===== src/rtl/spi_pkg.sv =====
// Shared types and constants for the SPI master: FSM states, {cpol,cpha} modes, latched frame config.
// No logic here; latency and backpressure are properties of the importing modules.
package spi_pkg;

    localparam int SPI_DATA_W = 8;
    localparam int EDGE_CNT_W = 5;

    typedef enum logic [2:0] {
        IDLE,
        SETUP,
        XFER,
        HOLD,
        DONE
    } spi_state_t;

    localparam logic [1:0] MODE0 = 2'b00;
    localparam logic [1:0] MODE1 = 2'b01;
    localparam logic [1:0] MODE2 = 2'b10;
    localparam logic [1:0] MODE3 = 2'b11;

    typedef struct packed {
        logic lsbfe;
        logic cpol;
        logic cpha;
    } spi_cfg_t;

endpackage


===== src/rtl/spi_sck_divider.sv =====
// Phase timer: one-cycle tick every div+1 cycles, counting from zero after restart drops.
// Latency: first tick div+1 cycles after restart deasserts; no backpressure.
module spi_sck_divider #(
    parameter int DIV_W = 8
) (
    input  logic             clk,
    input  logic             rst,
    input  logic             restart,
    input  logic [DIV_W-1:0] div,
    output logic             tick
);

    logic [DIV_W-1:0] cnt_q;

    // Counts only up to div, so an all-ones divisor never wraps.
    assign tick = !restart && (cnt_q == div);

    always_ff @(posedge clk or negedge rst) begin
        if (!rst) begin
            cnt_q <= '0;
        end else if (restart || tick) begin
            cnt_q <= '0;
        end else begin
            cnt_q <= cnt_q + 1'b1;
        end
    end

endmodule


===== src/rtl/spi_master_ctrl.sv =====
// Single-frame SPI master, all four CPOL/CPHA modes, MSB/LSB first, programmable SCK half-period.
// Latency: start to done is H*(2*DATA_W+2)+1 cycles; start is dropped (not queued) unless IDLE.
module spi_master_ctrl
    import spi_pkg::*;
#(
    parameter int DATA_W = SPI_DATA_W,
    parameter int DIV_W  = 8
) (
    input  logic              clk,
    input  logic              rst,
    input  logic              start,
    input  logic [DATA_W-1:0] Data_in,
    input  logic              LSBFE,
    input  logic              cpol,
    input  logic              cpha,
    input  logic [DIV_W-1:0]  clk_div,
    input  logic              MISO,
    output logic              SS_b,
    output logic              SCK,
    output logic              MOSI,
    output logic [DATA_W-1:0] Data_out,
    output logic              busy,
    output logic              done
);

    localparam logic [EDGE_CNT_W-1:0] LAST_EDGE = EDGE_CNT_W'(2 * DATA_W - 1);

    spi_state_t              state_q, state_d;
    spi_cfg_t                cfg_q;
    logic [DIV_W-1:0]        div_q;
    logic [DATA_W-1:0]       tx_q;
    logic [DATA_W-1:0]       rx_q;
    logic [DATA_W-1:0]       data_out_q;
    logic [EDGE_CNT_W-1:0]   edge_q;
    logic                    sck_q, mosi_q, ss_b_q, busy_q, done_q;
    logic                    tick, div_restart;
    logic                    accept, toggle, lead_edge, trail_edge, advance, sample;

    function automatic logic first_bit(input logic [DATA_W-1:0] w, input logic lsb);
        return lsb ? w[0] : w[DATA_W-1];
    endfunction

    function automatic logic [DATA_W-1:0] shift_out(input logic [DATA_W-1:0] w, input logic lsb);
        return lsb ? (w >> 1) : (w << 1);
    endfunction

    assign div_restart = (state_q == IDLE) || (state_q == DONE);

    spi_sck_divider #(.DIV_W(DIV_W)) u_div (
        .clk     (clk),
        .rst     (rst),
        .restart (div_restart),
        .div     (div_q),
        .tick    (tick)
    );

    always_ff @(posedge clk or negedge rst) begin
        if (!rst) begin
            state_q <= IDLE;
        end else begin
            state_q <= state_d;
        end
    end

    always_comb begin
        state_d = state_q;
        accept  = 1'b0;
        toggle  = 1'b0;
        unique case (state_q)
            IDLE: begin
                if (start) begin
                    accept  = 1'b1;
                    state_d = SETUP;
                end
            end
            SETUP: if (tick) state_d = XFER;
            XFER: begin
                if (tick) begin
                    toggle = 1'b1;
                    if (edge_q == LAST_EDGE) state_d = HOLD;
                end
            end
            HOLD:    if (tick) state_d = DONE;
            DONE:    state_d = IDLE;
            default: state_d = IDLE;
        endcase
    end

    // Even edge count means the next toggle is a leading (odd-numbered) edge.
    assign lead_edge  = toggle && !edge_q[0];
    assign trail_edge = toggle &&  edge_q[0];
    assign advance    = cfg_q.cpha ? lead_edge : (trail_edge && (edge_q != LAST_EDGE));
    assign sample     = cfg_q.cpha ? trail_edge : lead_edge;

    always_ff @(posedge clk or negedge rst) begin
        if (!rst) begin
            cfg_q      <= '0;
            div_q      <= '0;
            tx_q       <= '0;
            rx_q       <= '0;
            edge_q     <= '0;
            mosi_q     <= 1'b0;
            data_out_q <= '0;
        end else if (accept) begin
            cfg_q  <= '{lsbfe: LSBFE, cpol: cpol, cpha: cpha};
            div_q  <= clk_div;
            rx_q   <= '0;
            edge_q <= '0;
            // cpha=0 must present the first bit before the first edge.
            if (cpha) begin
                tx_q   <= Data_in;
                mosi_q <= 1'b0;
            end else begin
                tx_q   <= shift_out(Data_in, LSBFE);
                mosi_q <= first_bit(Data_in, LSBFE);
            end
        end else begin
            if (advance) begin
                mosi_q <= first_bit(tx_q, cfg_q.lsbfe);
                tx_q   <= shift_out(tx_q, cfg_q.lsbfe);
            end
            if (sample) begin
                rx_q <= cfg_q.lsbfe ? {MISO, rx_q[DATA_W-1:1]} : {rx_q[DATA_W-2:0], MISO};
            end
            if (toggle) begin
                edge_q <= edge_q + 1'b1;
            end
            if ((state_q == HOLD) && tick) begin
                mosi_q     <= 1'b0;
                data_out_q <= rx_q;
            end
        end
    end

    always_ff @(posedge clk or negedge rst) begin
        if (!rst) begin
            sck_q <= 1'b0;
        end else begin
            unique case (state_q)
                IDLE:    sck_q <= cpol;
                XFER:    if (toggle) sck_q <= ~sck_q;
                default: sck_q <= cfg_q.cpol;
            endcase
        end
    end

    // Registered from next state so SS_b never glitches on state decode.
    always_ff @(posedge clk or negedge rst) begin
        if (!rst) begin
            ss_b_q <= 1'b1;
            busy_q <= 1'b0;
            done_q <= 1'b0;
        end else begin
            ss_b_q <= !((state_d == SETUP) || (state_d == XFER) || (state_d == HOLD));
            busy_q <=   (state_d == SETUP) || (state_d == XFER) || (state_d == HOLD);
            done_q <=   (state_d == DONE);
        end
    end

    assign SS_b     = ss_b_q;
    assign SCK      = sck_q;
    assign MOSI     = mosi_q;
    assign Data_out = data_out_q;
    assign busy     = busy_q;
    assign done     = done_q;

endmodule


===== config.mk =====
export PLATFORM = sky130hd
export DESIGN_NAME = spi_master_ctrl
export DESIGN_NICKNAME = d
export VERILOG_FILES = /design/src/rtl/spi_pkg.sv /design/src/rtl/spi_sck_divider.sv /design/src/rtl/spi_master_ctrl.sv
export SDC_FILE = /design/constraint.sdc
export NUM_CORES = 1
export LEC_CHECK = 0
export CAP_MARGIN = 10
export CORE_AREA = 3 3 66 84
export CTS_BUF_LIST = sky130_fd_sc_hd__clkbuf_4 sky130_fd_sc_hd__clkbuf_8
export DETAILED_ROUTE_END_ITERATION = 10
export DIE_AREA = 0 0 69 87
export GPL_ROUTABILITY_DRIVEN = 0
export PLACE_DENSITY = 0.83
export SYNTH_ARGS = -nofsm -noshare
export SYNTH_HDL_FRONTEND = slang
export SYNTH_SLANG_ARGS = --single-unit

===== constraint.sdc =====
create_clock -name clk -period 5.2 [get_ports clk]
set_input_delay 1.04 -clock clk [delete_from_list [all_inputs] [get_ports clk]]
set_output_delay 1.04 -clock clk [all_outputs]
set_load 0.03 [all_outputs]

==> Yosys cells after proc, flatten, opt, wreduce, memory -nomap -nowiden <==
Cells that the tools add are included.
{ "totals": {"wordCells": 80, "out_inout_bits": 13, "regBits": 56, "input_bits": 23} }
{ "op_classes": {"bitwise_logic": 2, "n_eq_ne": 12, "add_sub_neg": 2, "n_reduce_logical": 18, "mux": 31} }
{ "op_table": {"columns": ["cell", "count"], "rows": [
  ["8-bit two-way mux", 9],
  ["3-bit two-way mux", 5],
  ["1-bit two-way mux", 13],
  ["3-bit by 2-bit equality test with 1-bit output (second input constant)", 4],
  ["3-bit case mux with 4 select lines", 1],
  ["5-bit two-way mux", 2],
  ["8-bit by 1-bit adder with 8-bit output (second input constant)", 1],
  ["8-bit equality test", 1],
  ["3-bit by 1-bit equality test with 1-bit output (second input constant)", 2],
  ["3-bit equality test (second input constant)", 2],
  ["2-bit nonzero test", 3],
  ["5-bit by 1-bit adder with 5-bit output (second input constant)", 1],
  ["5-bit by 4-bit equality test with 1-bit output (second input constant)", 1],
  ["1-bit logical AND", 5],
  ["5-bit by 4-bit != test with 1-bit output (second input constant)", 1],
  ["1-bit logical OR", 4],
  ["1-bit logical NOT", 3],
  ["3-bit logical NOT", 1],
  ["3-bit nonzero test", 1],
  ["2-bit != test (second input constant)", 1],
  ["1-bit inverter", 2],
  ["1-bit case mux with 2 select lines", 1],
  ["2-bit AND reduction", 1]
]} }

==> Depth between registers and ports, before layout <==
Gate-level depths: netlist (run 1).
{ "depth": {"depth_word": 12, "depth_mapped": 9, "ltp_nobuf": 8} }

==> Hierarchy <==
From an unflattened synthesis (run 1), not the netlist that was laid out.
{ "hier_totals": {"hier_cells": 285, "hier_area_um2": 2874.0} }
{ "by_module_without_submodules": {"columns": ["module", "cells_per_inst", "area_each_um2", "seq_area_each_um2", "n_inst"], "rows": [
  ["spi_master_ctrl", 239, 2349.8, 1202.4, 1],
  ["spi_sck_divider", 46, 524.3, 200.2, 1]
]} }

==> Worst setup path before layout (run 1) <==
Ideal clock, no wire load.
{ "synth_timing": {"path_kind": "reg-to-reg", "from": "register edge_q[0]", "to": "register mosi_q, in the netlist MOSI", "stages_incl_launch_ff": 10, "setup_slack_ns": 3.030, "t_arrival_ns": 2.030, "required_ns": 5.060, "path_buffers": 1, "synth_period_minus_slack_ns": 2.170, "setup_time_ns": 0.140, "cell_sequence": "dfrtp_1 ha_1 and3_1 ha_1 nor3b_1 o211ai_1 nor4_1 buf_2 mux2i_1 o32ai_1"} }
{ "synth_via": {"elab_chain_len": 4, "elab_cells_between_ends": 7, "classes_between": "eq/ne: 1; mux: 1; reduce/logical: 5"} }
{ "synth_rtl": {"columns": ["item", "line_no", "source"], "rows": [
  ["start: declaration", "spi_master_ctrl.sv:34", "logic [EDGE_CNT_W-1:0] edge_q;"],
  ["start signal: assignment", "spi_master_ctrl.sv:126", "edge_q <= edge_q + 1'b1;"],
  ["5-bit by 4-bit != test with 1-bit output, or another cell as far along", "spi_master_ctrl.sv:92", "assign advance = cfg_q.cpha ? lead_edge : (trail_edge && (edge_q != LAST_EDGE));"],
  ["1-bit logical AND, on equally long branches", "spi_master_ctrl.sv:92, spi_master_ctrl.sv:90", null],
  ["1-bit two-way mux (*)", "spi_master_ctrl.sv:92", null],
  ["3-bit nonzero test (no line) (*)", null, null],
  ["end signal: assignment", "spi_master_ctrl.sv:115", "mosi_q <= first_bit(Data_in, LSBFE);"],
  ["end signal: assignment", "spi_master_ctrl.sv:119", "mosi_q <= first_bit(tx_q, cfg_q.lsbfe);"],
  ["end: declaration", "spi_master_ctrl.sv:35", "logic sck_q, mosi_q, ss_b_q, busy_q, done_q;"]
]} }
Every way passes the cells marked *; elsewhere a longest branch is shown, timed or not.
A chain may end at the register's enable or synchronous reset.

==> Final worst setup path (run 1) <==
{ "layout_timing": {"from": "input port start", "to": "register edge_q[2]"} }
{ "layout_via": {"elab_chain_len": 3, "elab_cells_between_ends": 4, "classes_between": "mux: 3; reduce/logical: 1"} }
{ "layout_rtl": {"columns": ["item", "line_no", "source"], "rows": [
  ["start: declaration", "spi_master_ctrl.sv:11", "input logic start,"],
  ["1-bit two-way mux (*)", "spi_master_ctrl.sv:71", "if (start) begin"],
  ["1-bit two-way mux (*)", "spi_master_ctrl.sv:69", "unique case (state_q)"],
  ["5-bit two-way mux or 2-bit nonzero test (tied branches)", null, null]
]} }
Marks and branches as above.

==> flow_summary.html, run 1 <==
<table>
<tr><th>Metric</th><th>Value</th></tr>
<tr><th colspan="2">Worst setup path</th></tr>
<tr><td>Worst-path maximum fanout</td><td>25</td></tr>
<tr><td>Crit-path leading delay family</td><td>simple AND/OR/NAND/NOR gates</td></tr>
<tr><td>Crit-path slowest cell</td><td>and2_1</td></tr>
<tr><td>Worst EP required</td><td>around 5.4 ns</td></tr>
<tr><td>Beginning of the worst register-to-register path</td><td>u_div.cnt_q[0]</td></tr>
<tr><td>Critical path buffer and inverter count</td><td>2</td></tr>
<tr><td>Capturing element type of the critical path</td><td>flop</td></tr>
<tr><td>Crit path cell chain</td><td>clkdlybuf4s50_1, nor2b_1, and2_1, buf_16, nor2_1, a31o_2</td></tr>
<tr><td>Worst setup SP type</td><td>primary input</td></tr>
<tr><td>Setup crit start</td><td>start</td></tr>
<tr><td>Type of the setup path with the least slack</td><td>in2reg</td></tr>
<tr><td>Delay contributed by the slowest stage of the critical path</td><td>0.52 ns</td></tr>
<tr><td>Worst endpoint data arrival time</td><td>2.79 ns</td></tr>
<tr><th colspan="2">Floorplan</th></tr>
<tr><td>Number of primary I/O pins</td><td>36</td></tr>
<tr><td>Area enclosed by the die boundary</td><td>6000 um^2</td></tr>
<tr><td>Die width</td><td>69 um</td></tr>
<tr><td>Row cnt</td><td>28</td></tr>
<tr><td>Initial Util</td><td>0.598</td></tr>
<tr><td>Vert. Die Dim</td><td>87 um</td></tr>
<tr><td>Placeable core region</td><td>between 4000 and 5000 um^2</td></tr>
<tr><th colspan="2">Hold path</th></tr>
<tr><td>Type of the tightest min-delay check</td><td>reg2reg</td></tr>
<tr><td>Worst Min Path Start</td><td>cfg_q[1]</td></tr>
<tr><th colspan="2">Power and ir drop</th></tr>
<tr><td>Leakage</td><td>0.00147 uW</td></tr>
<tr><td>Internal power of the cells</td><td>1010 uW</td></tr>
<tr><td>Switch share</td><td>0.396</td></tr>
<tr><td>Share of total power in the clock network</td><td>0.142</td></tr>
<tr><td>Largest voltage drop on the vdd net</td><td>0.287 mV</td></tr>
<tr><td>Total net switching power</td><td>661 uW</td></tr>
<tr><td>Power per Cell Area</td><td>500 nW/um^2</td></tr>
<tr><td>Proportion of power drawn by flip-flops and latches</td><td>0.470</td></tr>
<tr><td>Fraction of power consumed by combinational cells</td><td>0.388</td></tr>
<tr><th colspan="2">Logic synthesis</th></tr>
<tr><td>Share of cell area taken by muxes after synthesis</td><td>0.144</td></tr>
<tr><td>Synthesized instance count</td><td>288</td></tr>
<tr><td>Area leader, netlist</td><td>dfrtp_1</td></tr>
<tr><td>Synthesized area</td><td>2850 um^2</td></tr>
<tr><td>Total nets after synthesis</td><td>314</td></tr>
<tr><td>Primary FF master, synth</td><td>dfrtp_1</td></tr>
<tr><td>Share of the synthesized area in the top cell type</td><td>0.483</td></tr>
<tr><td>Top cells by area, synth</td><td>dfrtp_1, mux2i_1, nand2_1</td></tr>
<tr><td>Share of the synthesized netlist area taken by xor and xnor gates</td><td>0.0554</td></tr>
<tr><td>EDFF count, synth</td><td>0</td></tr>
<tr><td>Adder and majority cell fraction of the synthesized area</td><td>0.0132</td></tr>
<tr><td>Commonest cells post-synth</td><td>nand2_1, dfrtp_1, mux2i_1</td></tr>
<tr><td>Mean instance size in the synthesized netlist</td><td>9.89 um^2</td></tr>
<tr><td>Register bit count reported by yosys</td><td>56</td></tr>
<tr><td>Most common cell in the synthesized netlist</td><td>nand2_1</td></tr>
<tr><td>Post-synthesis sequential area ratio</td><td>0.493</td></tr>
<tr><td>Combinational family with the most area after synthesis</td><td>simple AND/OR/NAND/NOR gates</td></tr>
<tr><td>Post-synthesis compound-gate area fraction</td><td>0.0707</td></tr>
<tr><td>Cell variety after synth</td><td>36</td></tr>
<tr><td>Number of warnings reported in the yosys synthesis log</td><td>0</td></tr>
<tr><td>Async set-or-reset flop fraction in the synthesized netlist</td><td>1.00</td></tr>
<tr><td>Simple-Gate Fraction of Synth Area</td><td>0.194</td></tr>
<tr><th colspan="2">CTS</th></tr>
<tr><td>Number of buffers inserted for hold repair after clock tree synthesis</td><td>0</td></tr>
<tr><td>Clock Tree Root</td><td>clkbuf_8</td></tr>
<tr><td>Clock H-tree levels</td><td>2</td></tr>
<tr><td>Total clock buffers created by CTS</td><td>5</td></tr>
<tr><td>TritonCTS Sinks</td><td>56</td></tr>
<tr><td>CTS tree</td><td>yes</td></tr>
<tr><td>Cells resized by post-CTS repair</td><td>0</td></tr>
<tr><td>Clock latency at the later pin of the worst-skew pair</td><td>0.31 ns</td></tr>
<tr><td>Worst-case clock buffer depth</td><td>2</td></tr>
<tr><td>Clock Pin Slew Worst Setup and Hold Paths</td><td>0.10 ns</td></tr>
<tr><td>Number of post-CTS setup repair buffers</td><td>0</td></tr>
<tr><th colspan="2">STA</th></tr>
<tr><td>Final number of max-transition violations</td><td>0</td></tr>
<tr><td>Period utilisation layout</td><td>0.497</td></tr>
<tr><td>Post-layout min period</td><td>2.58 ns</td></tr>
<tr><td>Worst path setup slack after routing</td><td>approximately 2.6 ns</td></tr>
<tr><td>Setup clock skew after layout</td><td>0.00509 ns</td></tr>
<tr><td>Number of failing setup endpoints in the final timing report</td><td>0</td></tr>
<tr><td>Worst relative slew slack</td><td>0.298</td></tr>
<tr><td>Total negative slack for setup checks</td><td>0 ns</td></tr>
<tr><td>Max Clock Freq</td><td>0.387 GHz</td></tr>
<tr><td>Least-Margin Pin Slew</td><td>1.05 ns</td></tr>
<tr><td>Final number of hold-violating endpoints</td><td>0</td></tr>
<tr><td>Unrepaired setup endpoints after global routing</td><td>no</td></tr>
<tr><th colspan="2">GRT</th></tr>
<tr><td>Global router's overall resource usage</td><td>0.215</td></tr>
<tr><td>Largest net degree at the start of global routing</td><td>57</td></tr>
<tr><td>Overall overflow remaining after global route</td><td>0</td></tr>
<tr><td>Antenna violations before repair</td><td>0</td></tr>
<tr><td>Number of global-route vias before repair</td><td>2250</td></tr>
<tr><td>First-pass GRT wire length</td><td>just over 10000 um</td></tr>
<tr><th colspan="2">Run</th></tr>
<tr><td>MaxCap Viol Count</td><td>0</td></tr>
<tr><th colspan="2">Run status</th></tr>
<tr><td>Status</td><td>complete, no violations</td></tr>
<tr><th colspan="2">Final layout</th></tr>
<tr><td>Filler cell count</td><td>381</td></tr>
<tr><td>Antenna Diode Count</td><td>0</td></tr>
<tr><td>Sequential cell area</td><td>1400 um^2</td></tr>
<tr><td>Layout cell share with drive strength beyond 1</td><td>0.107</td></tr>
<tr><td>Layout Nets</td><td>342</td></tr>
<tr><td>Multi-input gate area</td><td>approximately 1400 um^2</td></tr>
<tr><td>P&amp;R area growth vs syn</td><td>17.4%</td></tr>
<tr><td>Count of non-filler cells in the finished layout</td><td>377</td></tr>
<tr><th colspan="2">Route</th></tr>
<tr><td>Via total after detailed routing</td><td>2140</td></tr>
<tr><td>Antenna-violating nets left</td><td>0</td></tr>
<tr><td>Total Wirelength</td><td>5900 um</td></tr>
<tr><td>1st-iter DRT viols</td><td>261</td></tr>
<tr><td>Wire per inst</td><td>between 15 and 20 um</td></tr>
<tr><td>Length of the first detailed-routing pass in iterations</td><td>4</td></tr>
<tr><td>Drc violations</td><td>0</td></tr>
<tr><td>Vias per std cell</td><td>5.68</td></tr>
<tr><th colspan="2">Place</th></tr>
<tr><td>Cell total after placement</td><td>around 370</td></tr>
<tr><td>Half-perimeter wire length after placement</td><td>roughly 4000 um</td></tr>
<tr><td>Worst slack after detailed placement</td><td>1.96 ns</td></tr>
<tr><td>Input/output buffers</td><td>35</td></tr>
</table>
-- cell type report --
cell class | instances | share of cell area
Clock inverter | 3 | 0.00562
Inverter | 4 | 0.00449
Tap cell | 60 | 0.0225
Multi-Input combinational cell | 210 | 0.409
Sequential cell | 56 | 0.420
Clock buffer | 5 | 0.0206
Timing Repair Buffer | 39 | 0.118
-- stage by stage --
| stage | hold slack [ns] | power [uW] | cell area (um^2) | utilization |
|---|---|---|---|---|
| floorplan | 0.439 | 1230 | 2850 | - |
| global placement | 0.459 | 1390 | 3230 | 0.677 |
| detailed placement | 0.469 | 1430 | 3230 | 0.677 |
| CTS | 0.493 | 1670 | 3310 | 0.696 |
| global route | 0.541 | 1800 | 3340 | 0.701 |
| finish | 0.494 | 1670 | 3340 | 0.701 |
-- cell usage in the layout, fill, tap and decap left out, types with 3 or more instances in the layout --
cell type         n
nand2_1          56
dfrtp_1          55
clkdlybuf4s50_1  34
mux2i_1          23
mux2_2           16
o21ai_0          14
xnor2_1          13
nor2_1           13
nor3_1           12
and3_1           11
a21oi_1           9
nand3_1           7
xor2_1            5
clkbuf_8          5
inv_1             4
nand2b_1          3
ha_1              3
buf_4             3
-- worst min-delay path: stages (launching register included) --
cell	delay [ns]
dfrtp_1	0.36
nand2_1	0.05
nand2_1	0.05
-- kinds of logic (layout without fill, tap and decap cells) --
logic type,Yosys count,after routing
compound gates,34,34
xor+xnor,18,18
fa+ha+maj,3,3
buf+inv,22,51
flops,56,56
mux,39,39
simple gates,116,116
-- registers in the layout, indices dropped and copies added (netlist names), 3 cells and up --
signal       count
u_div.cnt_q      8
state_q          3
div_q            8
rx_q             8
Data_out         8
edge_q           5
tx_q             8
cfg_q            3
-- power by group through the flow --
stage / registers (uW) / clock network (uW) / logic (uW)
CTS: 785 / 242 / 647
global route: 811 / 261 / 725
finish: 785 / 237 / 648
detailed placement: 792 / 0 / 641
floorplan: 778 / 0 / 449
global placement: 781 / 0 / 611
-- final timing paths --
kind,end,slack (ns),depth (start not counted)
setup / recovery,edge_q[2],2.62,6
hold / removal,cfg_q[1],0.49,2
setup reg to reg,Data_out[0],2.82,5
hold reg to reg,cfg_q[1],0.49,2
max in group asynchronous,tx_q[5],3.90,2
min in group asynchronous,div_q[0],0.83,2
-- metal layers --
| metal | up-vias | part of all wire | track usage |
|---|---|---|---|
| met5 | - | 0 | 0 |
| met4 | 0 | 0.019 | 0.0853 |
| met3 | 7 | 0.027 | 0.0370 |
| met2 | 35 | 0.54 | 0.387 |
| met1 | 1054 | 0.41 | 0.255 |
| li1 | 1044 | - | - |
(Power assumes the default switching activity.)
==> run 2: changes to the inputs <==
--- a/config.mk
+++ b/config.mk
@@ -6,12 +6,12 @@
 export NUM_CORES = 1
 export LEC_CHECK = 0
 export CAP_MARGIN = 10
-export CORE_AREA = 3 3 66 84
+export CORE_AREA = 3 3 71 89
 export CTS_BUF_LIST = sky130_fd_sc_hd__clkbuf_4 sky130_fd_sc_hd__clkbuf_8
 export DETAILED_ROUTE_END_ITERATION = 10
-export DIE_AREA = 0 0 69 87
+export DIE_AREA = 0 0 74 92
 export GPL_ROUTABILITY_DRIVEN = 0
-export PLACE_DENSITY = 0.83
+export PLACE_DENSITY = 0.77
 export SYNTH_ARGS = -nofsm -noshare
 export SYNTH_HDL_FRONTEND = slang
 export SYNTH_SLANG_ARGS = --single-unit
==> constraint.sdc (replaced) <==
create_clock -name clk -period 2.2 [get_ports clk]
set_input_delay 0.44 -clock clk [delete_from_list [all_inputs] [get_ports clk]]
set_output_delay 0.44 -clock clk [all_outputs]
set_load 0.03 [all_outputs]
==> flow_summary.html, run 2 (synthesized netlist as in run 1, its figures left out) <==
<table>
<tr><th>Metric</th><th>Value</th></tr>
<tr><th colspan="2">Worst setup path</th></tr>
<tr><td>Worst endpoint data arrival time</td><td>2.49 ns (-0.30 ns)</td></tr>
<tr><td>Worst EP required</td><td>2.41 ns (-3.00 ns)</td></tr>
<tr><td>Capturing element type of the critical path</td><td>flop</td></tr>
<tr><td>Type of the setup path with the least slack</td><td>reg2reg</td></tr>
<tr><td>Worst setup SP type</td><td>flop</td></tr>
<tr><td>Worst-path maximum fanout</td><td>6 (-76%)</td></tr>
<tr><th colspan="2">Floorplan</th></tr>
<tr><td>Vert. Die Dim</td><td>92 um (+5.7%)</td></tr>
<tr><td>Number of primary I/O pins</td><td>36 (unchanged)</td></tr>
<tr><td>Die width</td><td>74 um (+7.2%)</td></tr>
<tr><td>Initial Util</td><td>0.516 (-0.0816)</td></tr>
<tr><td>Row cnt</td><td>30 (+7.1%)</td></tr>
<tr><td>Placeable core region</td><td>5520 um^2 (+16%)</td></tr>
<tr><td>Area enclosed by the die boundary</td><td>6810 um^2 (+13%)</td></tr>
<tr><th colspan="2">Route</th></tr>
<tr><td>Length of the first detailed-routing pass in iterations</td><td>4 (unchanged)</td></tr>
<tr><td>1st-iter DRT viols</td><td>157 (-40%)</td></tr>
<tr><td>Vias per std cell</td><td>5.53 (-2.6%)</td></tr>
<tr><td>Drc violations</td><td>0 (unchanged)</td></tr>
<tr><td>Wire per inst</td><td>14.6 um (-6.3%)</td></tr>
<tr><td>Antenna-violating nets left</td><td>0 (unchanged)</td></tr>
<tr><td>Total Wirelength</td><td>5850 um (-0.86%)</td></tr>
<tr><td>Via total after detailed routing</td><td>2205 (+3.0%)</td></tr>
<tr><th colspan="2">Run status</th></tr>
<tr><td>Violations in the final reports</td><td>negative setup slack</td></tr>
<tr><td>Status</td><td>finished with violations</td></tr>
<tr><th colspan="2">Final layout</th></tr>
<tr><td>Layout cell share with drive strength beyond 1</td><td>0.167 (+0.0599)</td></tr>
<tr><td>Final Cell Area</td><td>3520 um^2 (+5.4%)</td></tr>
<tr><td>Commonest non-fill, non-tap cell in the layout</td><td>nand2_1</td></tr>
<tr><td>Antenna Diode Count</td><td>0 (unchanged)</td></tr>
<tr><td>Layout Nets</td><td>360 (+5.3%)</td></tr>
<tr><td>P&amp;R area growth vs syn</td><td>23.7%</td></tr>
<tr><td>Count of non-filler cells in the finished layout</td><td>399 (+5.8%)</td></tr>
<tr><td>Highest-count cells in the layout ignoring fill and taps</td><td>nand2_1, dfrtp_1, clkdlybuf4s50_1</td></tr>
<tr><td>Filler cell count</td><td>431 (+13%)</td></tr>
<tr><th colspan="2">STA</th></tr>
<tr><td>Final number of hold-violating endpoints</td><td>0 (unchanged)</td></tr>
<tr><td>Max Clock Freq</td><td>about 0.44 GHz</td></tr>
<tr><td>Final number of max-transition violations</td><td>0 (unchanged)</td></tr>
<tr><td>Setup clock skew after layout</td><td>0.00960 ns (+0.00451 ns)</td></tr>
<tr><td>Post-layout min period</td><td>2.28 ns</td></tr>
<tr><td>Least-Margin Pin Slew</td><td>0.594 ns (-0.451 ns)</td></tr>
<tr><td>Period utilisation layout</td><td>1.04</td></tr>
<tr><td>Worst relative slew slack</td><td>0.603 (+0.305)</td></tr>
<tr><td>Worst hold margin</td><td>0.0951 ns (-0.399 ns)</td></tr>
<tr><td>Worst path setup slack after routing</td><td>-0.0823 ns (-2.70 ns)</td></tr>
<tr><td>Number of failing setup endpoints in the final timing report</td><td>1 (+1)</td></tr>
<tr><td>Unrepaired setup endpoints after global routing</td><td>yes</td></tr>
<tr><th colspan="2">GRT</th></tr>
<tr><td>First-pass GRT wire length</td><td>9880 um (-4.3%)</td></tr>
<tr><td>Largest net degree at the start of global routing</td><td>57 (unchanged)</td></tr>
<tr><td>Antenna violations before repair</td><td>0 (unchanged)</td></tr>
<tr><td>Global router's overall resource usage</td><td>0.181 (-0.0337)</td></tr>
<tr><td>Number of global-route vias before repair</td><td>2233 (-0.76%)</td></tr>
<tr><td>Overall overflow remaining after global route</td><td>0 (unchanged)</td></tr>
<tr><th colspan="2">Power and ir drop</th></tr>
<tr><td>Power per Cell Area</td><td>1160 nW/um^2 (+130%)</td></tr>
<tr><td>Leakage</td><td>0.00156 uW (+6.2%)</td></tr>
<tr><td>Largest voltage drop on the vdd net</td><td>0.655 mV (+130%)</td></tr>
<tr><td>Post-layout power</td><td>4080 uW (+140%)</td></tr>
<tr><th colspan="2">Place</th></tr>
<tr><td>Cell area after placement</td><td>3350 um^2 (+4.0%)</td></tr>
<tr><td>Half-perimeter wire length after placement</td><td>4050 um (+2.3%)</td></tr>
<tr><td>Worst slack after detailed placement</td><td>0.0558 ns (-1.90 ns)</td></tr>
<tr><td>Input/output buffers</td><td>35 (unchanged)</td></tr>
<tr><td>Cell total after placement</td><td>385 (+4.6%)</td></tr>
<tr><th colspan="2">CTS</th></tr>
<tr><td>CTS tree</td><td>yes</td></tr>
<tr><td>TritonCTS Sinks</td><td>56 (unchanged)</td></tr>
<tr><td>Clock H-tree levels</td><td>2 (unchanged)</td></tr>
<tr><td>Clock latency at the later pin of the worst-skew pair</td><td>0.31 ns (about the same)</td></tr>
<tr><td>Clock Tree Root</td><td>clkbuf_8</td></tr>
<tr><td>Total clock buffers created by CTS</td><td>5 (unchanged)</td></tr>
<tr><td>Number of buffers inserted for hold repair after clock tree synthesis</td><td>0 (unchanged)</td></tr>
<tr><td>Clock Pin Slew Worst Setup and Hold Paths</td><td>0.11 ns (about the same)</td></tr>
<tr><td>Worst-case clock buffer depth</td><td>2 (unchanged)</td></tr>
<tr><th colspan="2">Run</th></tr>
<tr><td>MaxCap Viol Count</td><td>0 (unchanged)</td></tr>
<tr><th colspan="2">Hold path</th></tr>
<tr><td>Type of the tightest min-delay check</td><td>in2async</td></tr>
</table>
==> run 2: cell types whose count changed in the layout (fill, tap and decap cells not counted), sizes merged <==
cell	change
clkinvlp	+1
buf	+18
clkinv	-3
inv	+2
==> run 2: area by class of cell <==
cell class,count,area [um^2],area share
Timing Repair Buffer,57,539,0.153
Multi-Input combinational cell,210,1390,0.395
Inverter,4,15.0,0.00426
Sequential cell,56,1400,0.398
Tap cell,64,80.1,0.0227
Clock inverter,3,25.0,0.00710
Clock buffer,5,68.8,0.0195
==> run 2: path summary, 6_finish.rpt <==
check	slack, ns	from	end	cells past startpoint
min in group clk	0.49	cfg_q[1]	cfg_q[1]	2
worst max-delay path	-0.08	edge_q[1]	MOSI	9
worst min-delay path	0.1	rst	Data_out[3]	2
worst max register to register	-0.08	edge_q[1]	MOSI	9
max in group asynchronous	1.79	rst	SS_b	2
worst min register to register	0.49	cfg_q[1]	cfg_q[1]	2
==> run 2: critical path: stages, from the launching register on <==
cell	delay [ns]
dfrtp_1	0.41
ha_2	0.20
and3_4	0.19
ha_4	0.16
nor3b_2	0.15
o211ai_1	0.11
nor4_2	0.34
buf_4	0.22
mux2i_1	0.09
o32ai_1	0.31
==> run 2: report_power, final <==
group / internal (uW) / total, uW / switching (uW)
Combinational: 832 / 1690 / 858
Clock: 233 / 582 / 349
Sequential: 1430 / 1810 / 379
Total: 2490 / 4080 / 1590
==> run 2: stage by stage <==
stage | setup TNS [ns] | util
after floorplan | 0 | -
after global placement | 0 | 0.608
after detailed placement | 0 | 0.608
after CTS | 0 | 0.625
after global routing | -1.43 | 0.638
final | -0.0823 | 0.638
==> run 2: layer usage <==
| metal | vias up | part of all wire | track usage |
|---|---|---|---|
| met5 | - | 0 | 0 |
| met4 | 0 | 0.010 | 0.0574 |
| met3 | 6 | 0.022 | 0.0318 |
| met2 | 28 | 0.53 | 0.304 |
| met1 | 1093 | 0.44 | 0.232 |
| li1 | 1078 | - | - |
==> run 2: repair_timing <==
item                                    CTS  global route
resized for setup                         0            14
setup buffers                             0             5
endpoints found under the setup margin    0             9
